$ cat config.mk
export PLATFORM = sky130hd
export DESIGN_NAME = serial_product_collector
export DESIGN_NICKNAME = d
export VERILOG_FILES = /design/src/rtl/serial_product_collector.sv
export SDC_FILE = /design/constraint.sdc
export NUM_CORES = 1
export LEC_CHECK = 0
export BUFFER_PORTS_ARGS = -buffer_cell sky130_fd_sc_hd__buf_2
export CORE_MARGIN = 2
export CORE_UTILIZATION = 54
export CTS_CLUSTER_DIAMETER = 50
export CTS_CLUSTER_SIZE = 28
export DETAILED_ROUTE_END_ITERATION = 6
export GPL_TIMING_DRIVEN = 0
export PLACE_DENSITY = 0.76
export SYNTH_ARGS = -nofsm -noshare
export SYNTH_HDL_FRONTEND = slang
export SYNTH_SLANG_ARGS = --single-unit
$ cat constraint.sdc
create_clock -name CLK -period 1.6 [get_ports CLK]
set_input_delay 0.32 -clock CLK [delete_from_list [all_inputs] [get_ports CLK]]
set_output_delay 0.32 -clock CLK [all_outputs]
set_load 0.02 [all_outputs]
$ cat src/rtl/serial_product_collector.sv
// rtl/serial_product_collector.sv - assembles a bit-serial product stream into a parallel word behind a valid/ready buffer
module serial_product_collector #(
    parameter int WIDTH     = 8,
    parameter bit MSB_FIRST = 1'b0
) (
    input  logic             CLK,
    input  logic             RST,
    input  logic             START,
    input  logic             SIN,
    output logic [WIDTH-1:0] P_DATA,
    output logic             P_VALID,
    input  logic             P_READY,
    output logic             BUSY,
    output logic             OVERRUN
);

    localparam int CW = $clog2(WIDTH + 1);

    typedef enum logic {
        IDLE,
        SHIFT
    } state_t;

    state_t           state;
    state_t           state_next;
    logic [CW-1:0]    count;
    logic [CW-1:0]    count_next;
    logic [WIDTH-1:0] shreg;
    logic [WIDTH-1:0] shreg_next;
    logic             complete;

    // Writes serial bit number k into its product position for the chosen bit order.
    function automatic logic [WIDTH-1:0] place_bit(
        input logic [WIDTH-1:0] base,
        input logic [CW-1:0]    k,
        input logic             b
    );
        logic [WIDTH-1:0] r;
        int               pos;
        r   = base;
        pos = MSB_FIRST ? (WIDTH - 1 - int'(k)) : int'(k);
        for (int i = 0; i < WIDTH; i++) begin
            if (i == pos) begin
                r[i] = b;
            end
        end
        return r;
    endfunction

    always_ff @(posedge CLK) begin
        if (RST) begin
            state <= IDLE;
            count <= '0;
            shreg <= '0;
        end else begin
            state <= state_next;
            count <= count_next;
            shreg <= shreg_next;
        end
    end

    // START always wins, including on what would have been the completion cycle.
    always_comb begin
        state_next = state;
        count_next = count;
        shreg_next = shreg;
        complete   = 1'b0;
        if (START) begin
            state_next = SHIFT;
            count_next = CW'(1);
            shreg_next = place_bit('0, '0, SIN);
        end else if (state == SHIFT) begin
            shreg_next = place_bit(shreg, count, SIN);
            if (count == CW'(WIDTH - 1)) begin
                complete   = 1'b1;
                state_next = IDLE;
                count_next = '0;
            end else begin
                count_next = count + CW'(1);
            end
        end
    end

    always_comb begin
        BUSY = (state == SHIFT);
    end

    // A completing frame loads only if the held word is absent or being consumed now.
    always_ff @(posedge CLK) begin
        if (RST) begin
            P_DATA  <= '0;
            P_VALID <= 1'b0;
            OVERRUN <= 1'b0;
        end else if (complete) begin
            if (!P_VALID || P_READY) begin
                P_DATA  <= shreg_next;
                P_VALID <= 1'b1;
            end else begin
                OVERRUN <= 1'b1;
            end
        end else if (P_VALID && P_READY) begin
            P_VALID <= 1'b0;
        end
    end

endmodule

# Yosys cells after proc, flatten, opt, wreduce, memory -nomap -nowiden
# Index checks and enable logic that the tools add are counted.
# classes
n_reduce_logical,10
eq_ne,9
bitwise_logic,1
n_mux,22
add_sub_neg,1
# ops
cell,n
2-to-1 mux 1 bit,19
equality test 4 bit (first input constant),4
2-to-1 mux 8 bit,2
equality test 3 x 4 -> 1 bit (first input constant),2
AND reduction 2 bit,3
adder 4 x 1 -> 4 bit (second input constant),1
equality test 2 x 4 -> 1 bit (first input constant),1
equality test 4 x 3 -> 1 bit (second input constant),1
logical NOT 4 bit,1
2-to-1 mux 4 bit,1
nonzero test 2 bit,2
!= test 2 x 1 -> 1 bit (second input constant),1
OR reduction 2 bit,1
logical AND 1 bit,1
logical NOT 1 bit,1
logical OR 1 bit,1
inverter 1 bit,1
# totals
wordCells,50
reg_bits,23

# Depth between registers and ports, before layout
# Gate-level depths: netlist (run 1).
# depth
ltp_word,6
mapped_depth,5
mapped_depth_nobuf,5

# Worst setup path after synthesis (run 1)
# OpenSTA, ideal clock, no wires.
# synth_path
path_type,register to register
startpoint,reg count[0]
endpoint,reg P_DATA[0]
slack_ps,124
arrival_time_ps,1404
n_path_buf,1
stages_incl_launch_ff,6
t_required_ps,1528
setup_ps,72
cell_sequence,dfxtp_1 > ha_1 > nor3b_4 > and3_1 > buf_6 > mux2i_1
# synth_between
elab_chain_len,5
word_cells_on_any_way,9
# synth_rtl
item,line,text
"start, declared",26,logic [CW-1:0] count;
"start signal, assigned",57,count <= count_next;
equality test 4 x 3 -> 1 bit,74,if (count == CW'(WIDTH - 1)) begin
2-to-1 mux 1 bit,74,
2-to-1 mux 1 bit,72,end else if (state == SHIFT) begin
2-to-1 mux 1 bit,68,if (START) begin
AND reduction 2 bit (no line),--,
"end signal, assigned",96,P_DATA <= shreg_next;
"end, declared",10,"output logic [WIDTH-1:0] P_DATA,"
# Several ways; a longest one is shown, not always the timed one.
# A chain may end at the register's enable or synchronous reset.

# Final worst setup path (run 1)
# Same ends and word-level chain as after synthesis.

==> results.toml, run 1 <==
[status]
status = "finished clean"

[route]
route.detailed.drc = 0
dr.pass1.iters = 4
drt-wirelength-per-cell_um = 14.0
vias = 851
drt-total-wl_um = 2140
first_iter_violations = 10
vias_per_cell = 5.56
ant_nets = 0

[die]
die_w_um = 48.7
start_util = 0.562
die_h_um = 48.7
rows = 16
boundaryPins = 16
coreArea_sq_um = 1920
die_area_sq_um = 2370

[worst_setup_path]
cp-end-kind = "register"
crit_family = "simple AND/OR/NAND/NOR gates"
reg2reg_slack_ns = 0.12
cp.required_ns = 1.86
worstSetupPathType = "register to register"
startpoint_type = "register"
critPathArrivalTime_ns = 1.75
cp_num_buf_inv = 1
worst-path-max-fanout = 8
slowest_stage = "dfxtp_2"
slowest_delay_ns = 0.41
crit_chain = "ha_1 -> nor3b_4 -> and3_1 -> buf_6 -> mux2i_1"

[clock_network]
numCtsBuffers = 3
clk_pin_slew_ns = 0.13
h-tree-depth = 1
cts_tree = "done"
cts_buffer_depth = 2
clkLatencyLatePin_ns = 0.32
clock-sinks = 23
root_buffer = "clkbuf_4"
ctsHoldBuffers = 0

[sta]
rsz0062_at_grt = "no"
slew-limit-headroom = 0.644
max_freq_mhz = 674
tightest_slew_ns = 0.534
fin_crit_ns = 1.48
fin_tns_setup_ns = 0
finClkSkew_ns = 0.00315
min_period_over_period = 0.927
final-setup-viol-count = 0
finalHoldViolations = 0
drv_slew = 0

[min_path]
hold_path_class = "input pin to register"

[synth]
syn-cell-area_sq_um = 1080
synth-seq-cells = 23
synth_cell_types = 30
postSynthCellCount = 105
ys_warn_count = 0
avgSynthCellArea_sq_um = 10.3
ys_seq_area_frac = 0.426
synth_nets = 115

[grt]
track_usage = 0.207
grt_start_max_net_pins = 14
grt_pass1_wl_um = 3810
grt_pass1_vias = 804
antenna_found_initial = 0
grt_overflow = 0

[cells_and_area]
fin_nets = 137
layout-drive-gt1-share = 0.286
antennaDiodeCount = 0
syn_to_final_growth_pct = 14.3
instances_no_fill = 153
fill_cells = 176

[placed_design]
numPortBuffers = 15
dpl.hpwl_um = 1580
gp_congestion = 0.808
dpl.cell_count = 147

[job]
maxCapViolCount = 0

[power_and_ir_drop]
p_leak_nw = 0.519
peakVddDrop_mv = 0.502
p_per_area_nw_per_um2 = 760
finalPower_mw = 0.937
[layer usage]
| metal | share of wire | global-route usage | vias to the layer above |
|---|---|---|---|
| met5 | 0 | 0 | - |
| li1 | - | - | 420 |
| met4 | 0.016 | 0.0810 | 0 |
| met2 | 0.49 | 0.333 | 15 |
| met3 | 0.035 | 0.0432 | 5 |
| met1 | 0.46 | 0.273 | 411 |
[layout by cell type, fill, tap and decap left out, types with 2 or more instances in the layout]
| master | instances |
|---|---|
| nor2_1 | 13 |
| dfxtp_2 | 2 |
| buf_6 | 3 |
| clkbuf_1 | 2 |
| nand4b_1 | 4 |
| inv_1 | 4 |
| clkbuf_4 | 3 |
| mux2i_1 | 10 |
| a21oi_1 | 4 |
| buf_4 | 3 |
| a211oi_1 | 4 |
| a31oi_1 | 7 |
| a211oi_2 | 3 |
| ha_1 | 5 |
| nand2_1 | 2 |
| dfxtp_1 | 21 |
| nand2b_1 | 3 |
| buf_2 | 17 |
| and4bb_1 | 2 |
[worst paths after layout]
| kind | start | to | depth (start not counted) |
|---|---|---|---|
| worst max-delay path | count[0] | P_DATA[0] | 5 |
| worst min-delay path | RST | P_DATA[1] | 2 |
| worst max register to register | count[0] | P_DATA[0] | 5 |
| worst min register to register | P_DATA[0] | P_DATA[0] | 2 |
[state kept, by name (all words and copies together) (netlist names)]
name     flops
P_VALID      1
shreg        8
count        4
BUSY         1
P_DATA       8
OVERRUN      1
[area by class of cell]
class                      count  area [sq um]  share of cell area
inverter                       4          15.0              0.0122
sequential                    23           463               0.375
timing repair buffer          17          90.1              0.0730
clock inverter                 1          5.00             0.00406
multi-input combinational     70           546               0.442
tap                           27          33.8              0.0274
clock buffer                   3          22.5              0.0183
buffer                         8          58.8              0.0477
[kinds of logic after synthesis]
group | share of synthesized area
buf+inv | 0.0684
flops | 0.426
mux | 0.0927
compound gates | 0.139
xor+xnor | 0.0162
simple gates | 0.199
fa+ha+maj | 0.0579
[repair_timing]
action | 4_1_cts | 5_1_grt
buffers inserted | 2 | 0
setup endpoints to repair | 8 | 8
gates resized for setup | 0 | 2
[report_power, final]
| group | switching, mW | total [mW] | internal, mW |
|---|---|---|---|
| registers | 0.00873 | 0.589 | 0.581 |
| logic | 0.0424 | 0.0708 | 0.0285 |
| clock network | 0.184 | 0.277 | 0.0937 |
[synthesized netlist by cell type (all sizes together)]
cell type	number	area, sq um
dfxtp	23	460
nor2	13	48.8
mux2i	10	100
a211oi	7	67.6
a31oi	7	43.8
buf	6	51.3
ha	5	62.6
a21oi	4	20.0
inv	4	15.0
nand4b	4	35.0
and4bb	3	37.5
nand2b	3	18.8
clkbuf	2	7.51
nand2	2	7.51
a21bo	1	10.0
a41oi	1	8.76
and2	1	6.26
and3	1	6.26
nand3	1	5.00
nand3b	1	7.51
nand4	1	6.26
nand4bb	1	11.3
nor3b	1	18.8
or2	1	6.26
xnor2	1	8.76
xor2	1	8.76
[per-stage QoR]
stage,utilization,hold WS [ns],instance area (sq um),setup slack [ns]
floorplan,-,0.385,1080,0.124
global placement,0.618,0.450,1190,-0.0617
detailed placement,0.618,0.471,1190,-0.121
CTS,0.641,0.207,1230,0.0352
global route,0.642,0.200,1230,0.00196
finish,0.642,0.202,1230,0.117
No activity file was read; power rests on OpenSTA's default activity.
==> run 2: changes to the inputs <==
- MAX_ROUTING_LAYER: unset -> met4
==> results.toml, run 2 (synthesis gave the netlist of run 1 again) <==
[grt]
grt_pass1_vias = 800
met1_usage = 0.275
grt_pass1_wl_um = 3820
track_usage = 0.214
top_usage_layer = "met2"
grt_start_max_net_pins = 14
grt_overflow = 0
use_met2 = 0.333
antenna_found_initial = 0
grt_use_met3 = 0.0432

[job]
maxCapViolCount = 0

[worst_setup_path]
worstSetupPathType = "register to register"
crit_family = "simple AND/OR/NAND/NOR gates"
critPathArrivalTime_ns = 1.75
cp_num_buf_inv = 1
slowest_stage = "dfxtp_2"
crit_chain = "ha_1 -> nor3b_4 -> and3_1 -> buf_6 -> mux2i_1"
slowest_delay_ns = 0.41
worst-path-max-fanout = 8
startpoint_type = "register"
reg2reg_slack_ns = 0.11
cp-end-kind = "register"
cp.required_ns = 1.86

[route]
vias_per_cell = 5.58
drt-wirelength-per-cell_um = 14.0
drt-total-wl_um = 2140
route.detailed.drc = 0
ant_nets = 0
vias = 853
first_iter_violations = 8
dr.pass1.iters = 4

[cells_and_area]
final_common_cell = "dfxtp_1"
multi_input_area_sq_um = 546
instances_no_fill = 153
antennaDiodeCount = 0
fin_nets = 137
final-seq-area_sq_um = 463
layout-drive-gt1-share = 0.286
syn_to_final_growth_pct = 14.3
top_regs = "P_DATA (8), shreg (8), count (4)"
fill_cells = 176
mostFrequentLayoutCells = "dfxtp_1, buf_2, nor2_1"

[clock_network]
clk_pin_slew_ns = 0.13
cts_buffer_depth = 2
cts_tree = "done"
root_buffer = "clkbuf_4"
numCtsBuffers = 3
clkLatencyLatePin_ns = 0.32
h-tree-depth = 1
ctsHoldBuffers = 0
clock-sinks = 23

[die]
coreArea_sq_um = 1920
die_w_um = 48.7
start_util = 0.562
boundaryPins = 16
rows = 16
die_h_um = 48.7
die_area_sq_um = 2370

[power_and_ir_drop]
peakVddDrop_mv = 0.505
p_per_area_nw_per_um2 = 759
p_leak_nw = 0.519

[sta]
drv_slew = 0
max_freq_mhz = 671
rsz0062_at_grt = "no"
fin_crit_ns = 1.49
finalHoldViolations = 0
final-setup-viol-count = 0
setup_ws_ns = 0.110
slew-limit-headroom = 0.644
finClkSkew_ns = 0.00117
min_period_over_period = 0.931
tightest_slew_ns = 0.535

[placed_design]
numPortBuffers = 15
gp_congestion = 0.820
dpl.hpwl_um = 1580
dpl.cell_count = 147
post-place-ws_ns = -0.121

[status]
status = "finished clean"

[min_path]
hold_path_class = "input pin to register"
run 2: cell counts in the layout (fill, tap and decap cells not counted):
Identical to the previous run, type by type.
run 2: path summary, 6_finish.rpt:
check | from | end | depth (start not counted)
max | count[0] | P_DATA[0] | 5
min | RST | P_DATA[1] | 2
max reg2reg | count[0] | P_DATA[0] | 5
min reg2reg | P_DATA[0] | P_DATA[0] | 2
run 2: stage by stage:
| stage | setup TNS [ns] | util | cell area (sq um) | hold WS [ns] | power, mW |
|---|---|---|---|---|---|
| global placement | -0.285 | 0.618 | 1190 | 0.450 | 0.667 |
| finish | 0 | 0.642 | 1230 | 0.205 | 0.937 |
| CTS | 0 | 0.641 | 1230 | 0.207 | 0.937 |
| detailed placement | -0.731 | 0.618 | 1190 | 0.471 | 0.672 |
| global route | 0 | 0.642 | 1230 | 0.200 | 0.984 |
| floorplan | 0 | - | 1080 | 0.385 | 0.645 |
run 2: routing by layer:
layer,vias to the layer above,wire length [um]
met5,-,0
met4,0,46
met3,7,72
met2,15,1040
met1,411,982
li1,420,-
run 2: worst register-to-register path: stages, from the launching register on:
cell,delay (ns)
dfxtp_2,0.41
ha_1,0.22
nor3b_4,0.28
and3_1,0.21
buf_6,0.14
mux2i_1,0.17
run 2: report_power, final:
part	switching (mW)	total (mW)	internal [mW]
logic	0.0423	0.0708	0.0285
registers	0.00873	0.589	0.581
clock network	0.183	0.277	0.0937
run 2: area by class of cell:
cell class | instances | share of cell area
multi-input cells | 70 | 0.442
flip-flops and latches | 23 | 0.375
repair buffers | 17 | 0.0730
plain buffers | 8 | 0.0477
well taps | 27 | 0.0274
clock buffers | 3 | 0.0183
inverters | 4 | 0.0122
clock inverters | 1 | 0.00406
run 2: repair_timing:
item,CTS,global route
resized for setup,0,2
endpoints found under the setup margin,8,8
setup buffers,2,0
gates cloned,0,0
==> run 3: changes to the inputs <==
- clock period: 1.6 -> 1.55 ns (I/O delays scaled with it)
==> results.toml, run 3 (synthesis gave the netlist of run 1 again) <==
[placed_design]
gp_congestion = 0.820
numPortBuffers = 15
placed_area_sq_um = 1190
dpl.cell_count = 147
dpl.hpwl_um = 1580

[cells_and_area]
instances_no_fill = 153
top_regs = "P_DATA (8), shreg (8), count (4)"
fin_util = 0.646
fin_nets = 137
antennaDiodeCount = 0
mostFrequentLayoutCells = "dfxtp_1, buf_2, nor2_1"
syn_to_final_growth_pct = 14.9
final_area_sq_um = 1240
layout-drive-gt1-share = 0.294
final_common_cell = "dfxtp_1"

[route]
drt-wirelength-per-cell_um = 13.9
first_iter_violations = 9
drt-total-wl_um = 2130
vias = 855
route.detailed.drc = 0
vias_per_cell = 5.59
ant_nets = 0
dr.pass1.iters = 4

[die]
start_util = 0.562
die_h_um = 48.7
die_area_sq_um = 2370
rows = 16
boundaryPins = 16
coreArea_sq_um = 1920
die_w_um = 48.7

[worst_setup_path]
worstSetupPathType = "register to register"
crit_chain = "ha_2 -> nor3b_4 -> and3_1 -> buf_6 -> mux2i_1"
startpoint = "count[0]"
cp.required_ns = 1.81
r2r_end = "P_DATA[0]"
rr_worst_depth = 5
slowest_delay_ns = 0.40
reg2reg_slack_ns = 0.10
startpoint_type = "register"
r2r-start = "count[0]"
critPathArrivalTime_ns = 1.71
cp-end-kind = "register"
worst-path-max-fanout = 8
critPathCapture = "P_DATA[0]"
slowest_stage = "dfxtp_4"

[clock_network]
cts_tree = "done"
clkLatencyLatePin_ns = 0.32
h-tree-depth = 1
clk_pin_slew_ns = 0.13
clock-sinks = 23
numCtsBuffers = 3
cts_buffer_depth = 2
root_buffer = "clkbuf_4"

[grt]
grt_start_max_net_pins = 14
antenna_found_initial = 0
grt_pass1_vias = 800
track_usage = 0.214
grt_overflow = 0
grt_pass1_wl_um = 3820

[sta]
slew-limit-headroom = 0.643
final-setup-viol-count = 0
max_freq_mhz = 691
hold_ws_ns = 0.195
min_period_over_period = 0.934
finClkSkew_ns = 0.00233
tightest_slew_ns = 0.536
rsz0062_at_grt = "no"
finalHoldViolations = 0
drv_slew = 0
fin_crit_ns = 1.45

[power_and_ir_drop]
finalPower_mw = 0.963
p_per_area_nw_per_um2 = 776
peakVddDrop_mv = 0.518
p_leak_nw = 0.517

[job]
maxCapViolCount = 0

[min_path]
hold_path_class = "input pin to register"

[status]
status = "finished clean"
## run 3: cell count changes in the layout (fill, tap and decap cells not counted)
cell / previous run / this run
dfxtp_2: 2 / 0
ha_1: 5 / 4
dfxtp_4: 0 / 2
ha_2: 0 / 1
## run 3: through the flow
stage | setup TNS, ns | setup slack (ns)
after global routing | 0 | 0.00194
after global placement | -0.685 | -0.112
after detailed placement | -1.13 | -0.171
after CTS | 0 | 0.0179
after floorplan | 0 | 0.0744
final | 0 | 0.103
## run 3: power breakdown
| part | switching, mW | internal [mW] |
|---|---|---|
| sequential | 0.00908 | 0.598 |
| clock | 0.186 | 0.0967 |
| combinational | 0.0436 | 0.0295 |
## run 3: worst min-delay path by stage
stage	cells after the start	endpoint	startpoint	slack [ns]
floorplan	1	P_DATA[1]	RST	0.37
global placement	2	OVERRUN	OVERRUN	0.45
detailed placement	2	OVERRUN	OVERRUN	0.47
CTS	2	P_DATA[1]	RST	0.20
global route	2	P_DATA[1]	RST	0.19
finish	2	P_DATA[1]	RST	0.19
## run 3: repair_timing
| item | CTS | global route |
|---|---|---|
| pin swaps | 0 | 0 |
| hold buffers | 0 | 0 |
| gates resized for setup | 1 | 4 |
| setup endpoints to repair | 8 | 10 |
| buffers inserted | 2 | 0 |
## run 3: layer usage
metal | wire (um) | track usage
met4 | 46 | 0.0810
met1 | 969 | 0.275
met2 | 1040 | 0.333
met3 | 72 | 0.0432
met5 | 0 | -
## run 3: critical path: cells and delay by family (launching register included)
kind	cells	cell delay, ns
flip-flops	1	0.40
adder cells (fa/ha/maj)	1	0.20
AND/OR/NAND/NOR	2	0.48
multiplexers	1	0.17
buffers and inverters	1	0.14
## run 3: cell type report
class                           instances  area [sq um]
Sequential cell                        23           468
Inverter                                4          15.0
Buffer                                  8          58.8
Fill cell                             172           681
Tap cell                               27          33.8
Multi-Input combinational cell         70           548
Timing Repair Buffer                   17          90.1
Clock inverter                          1          5.00
Clock buffer                            3          22.5
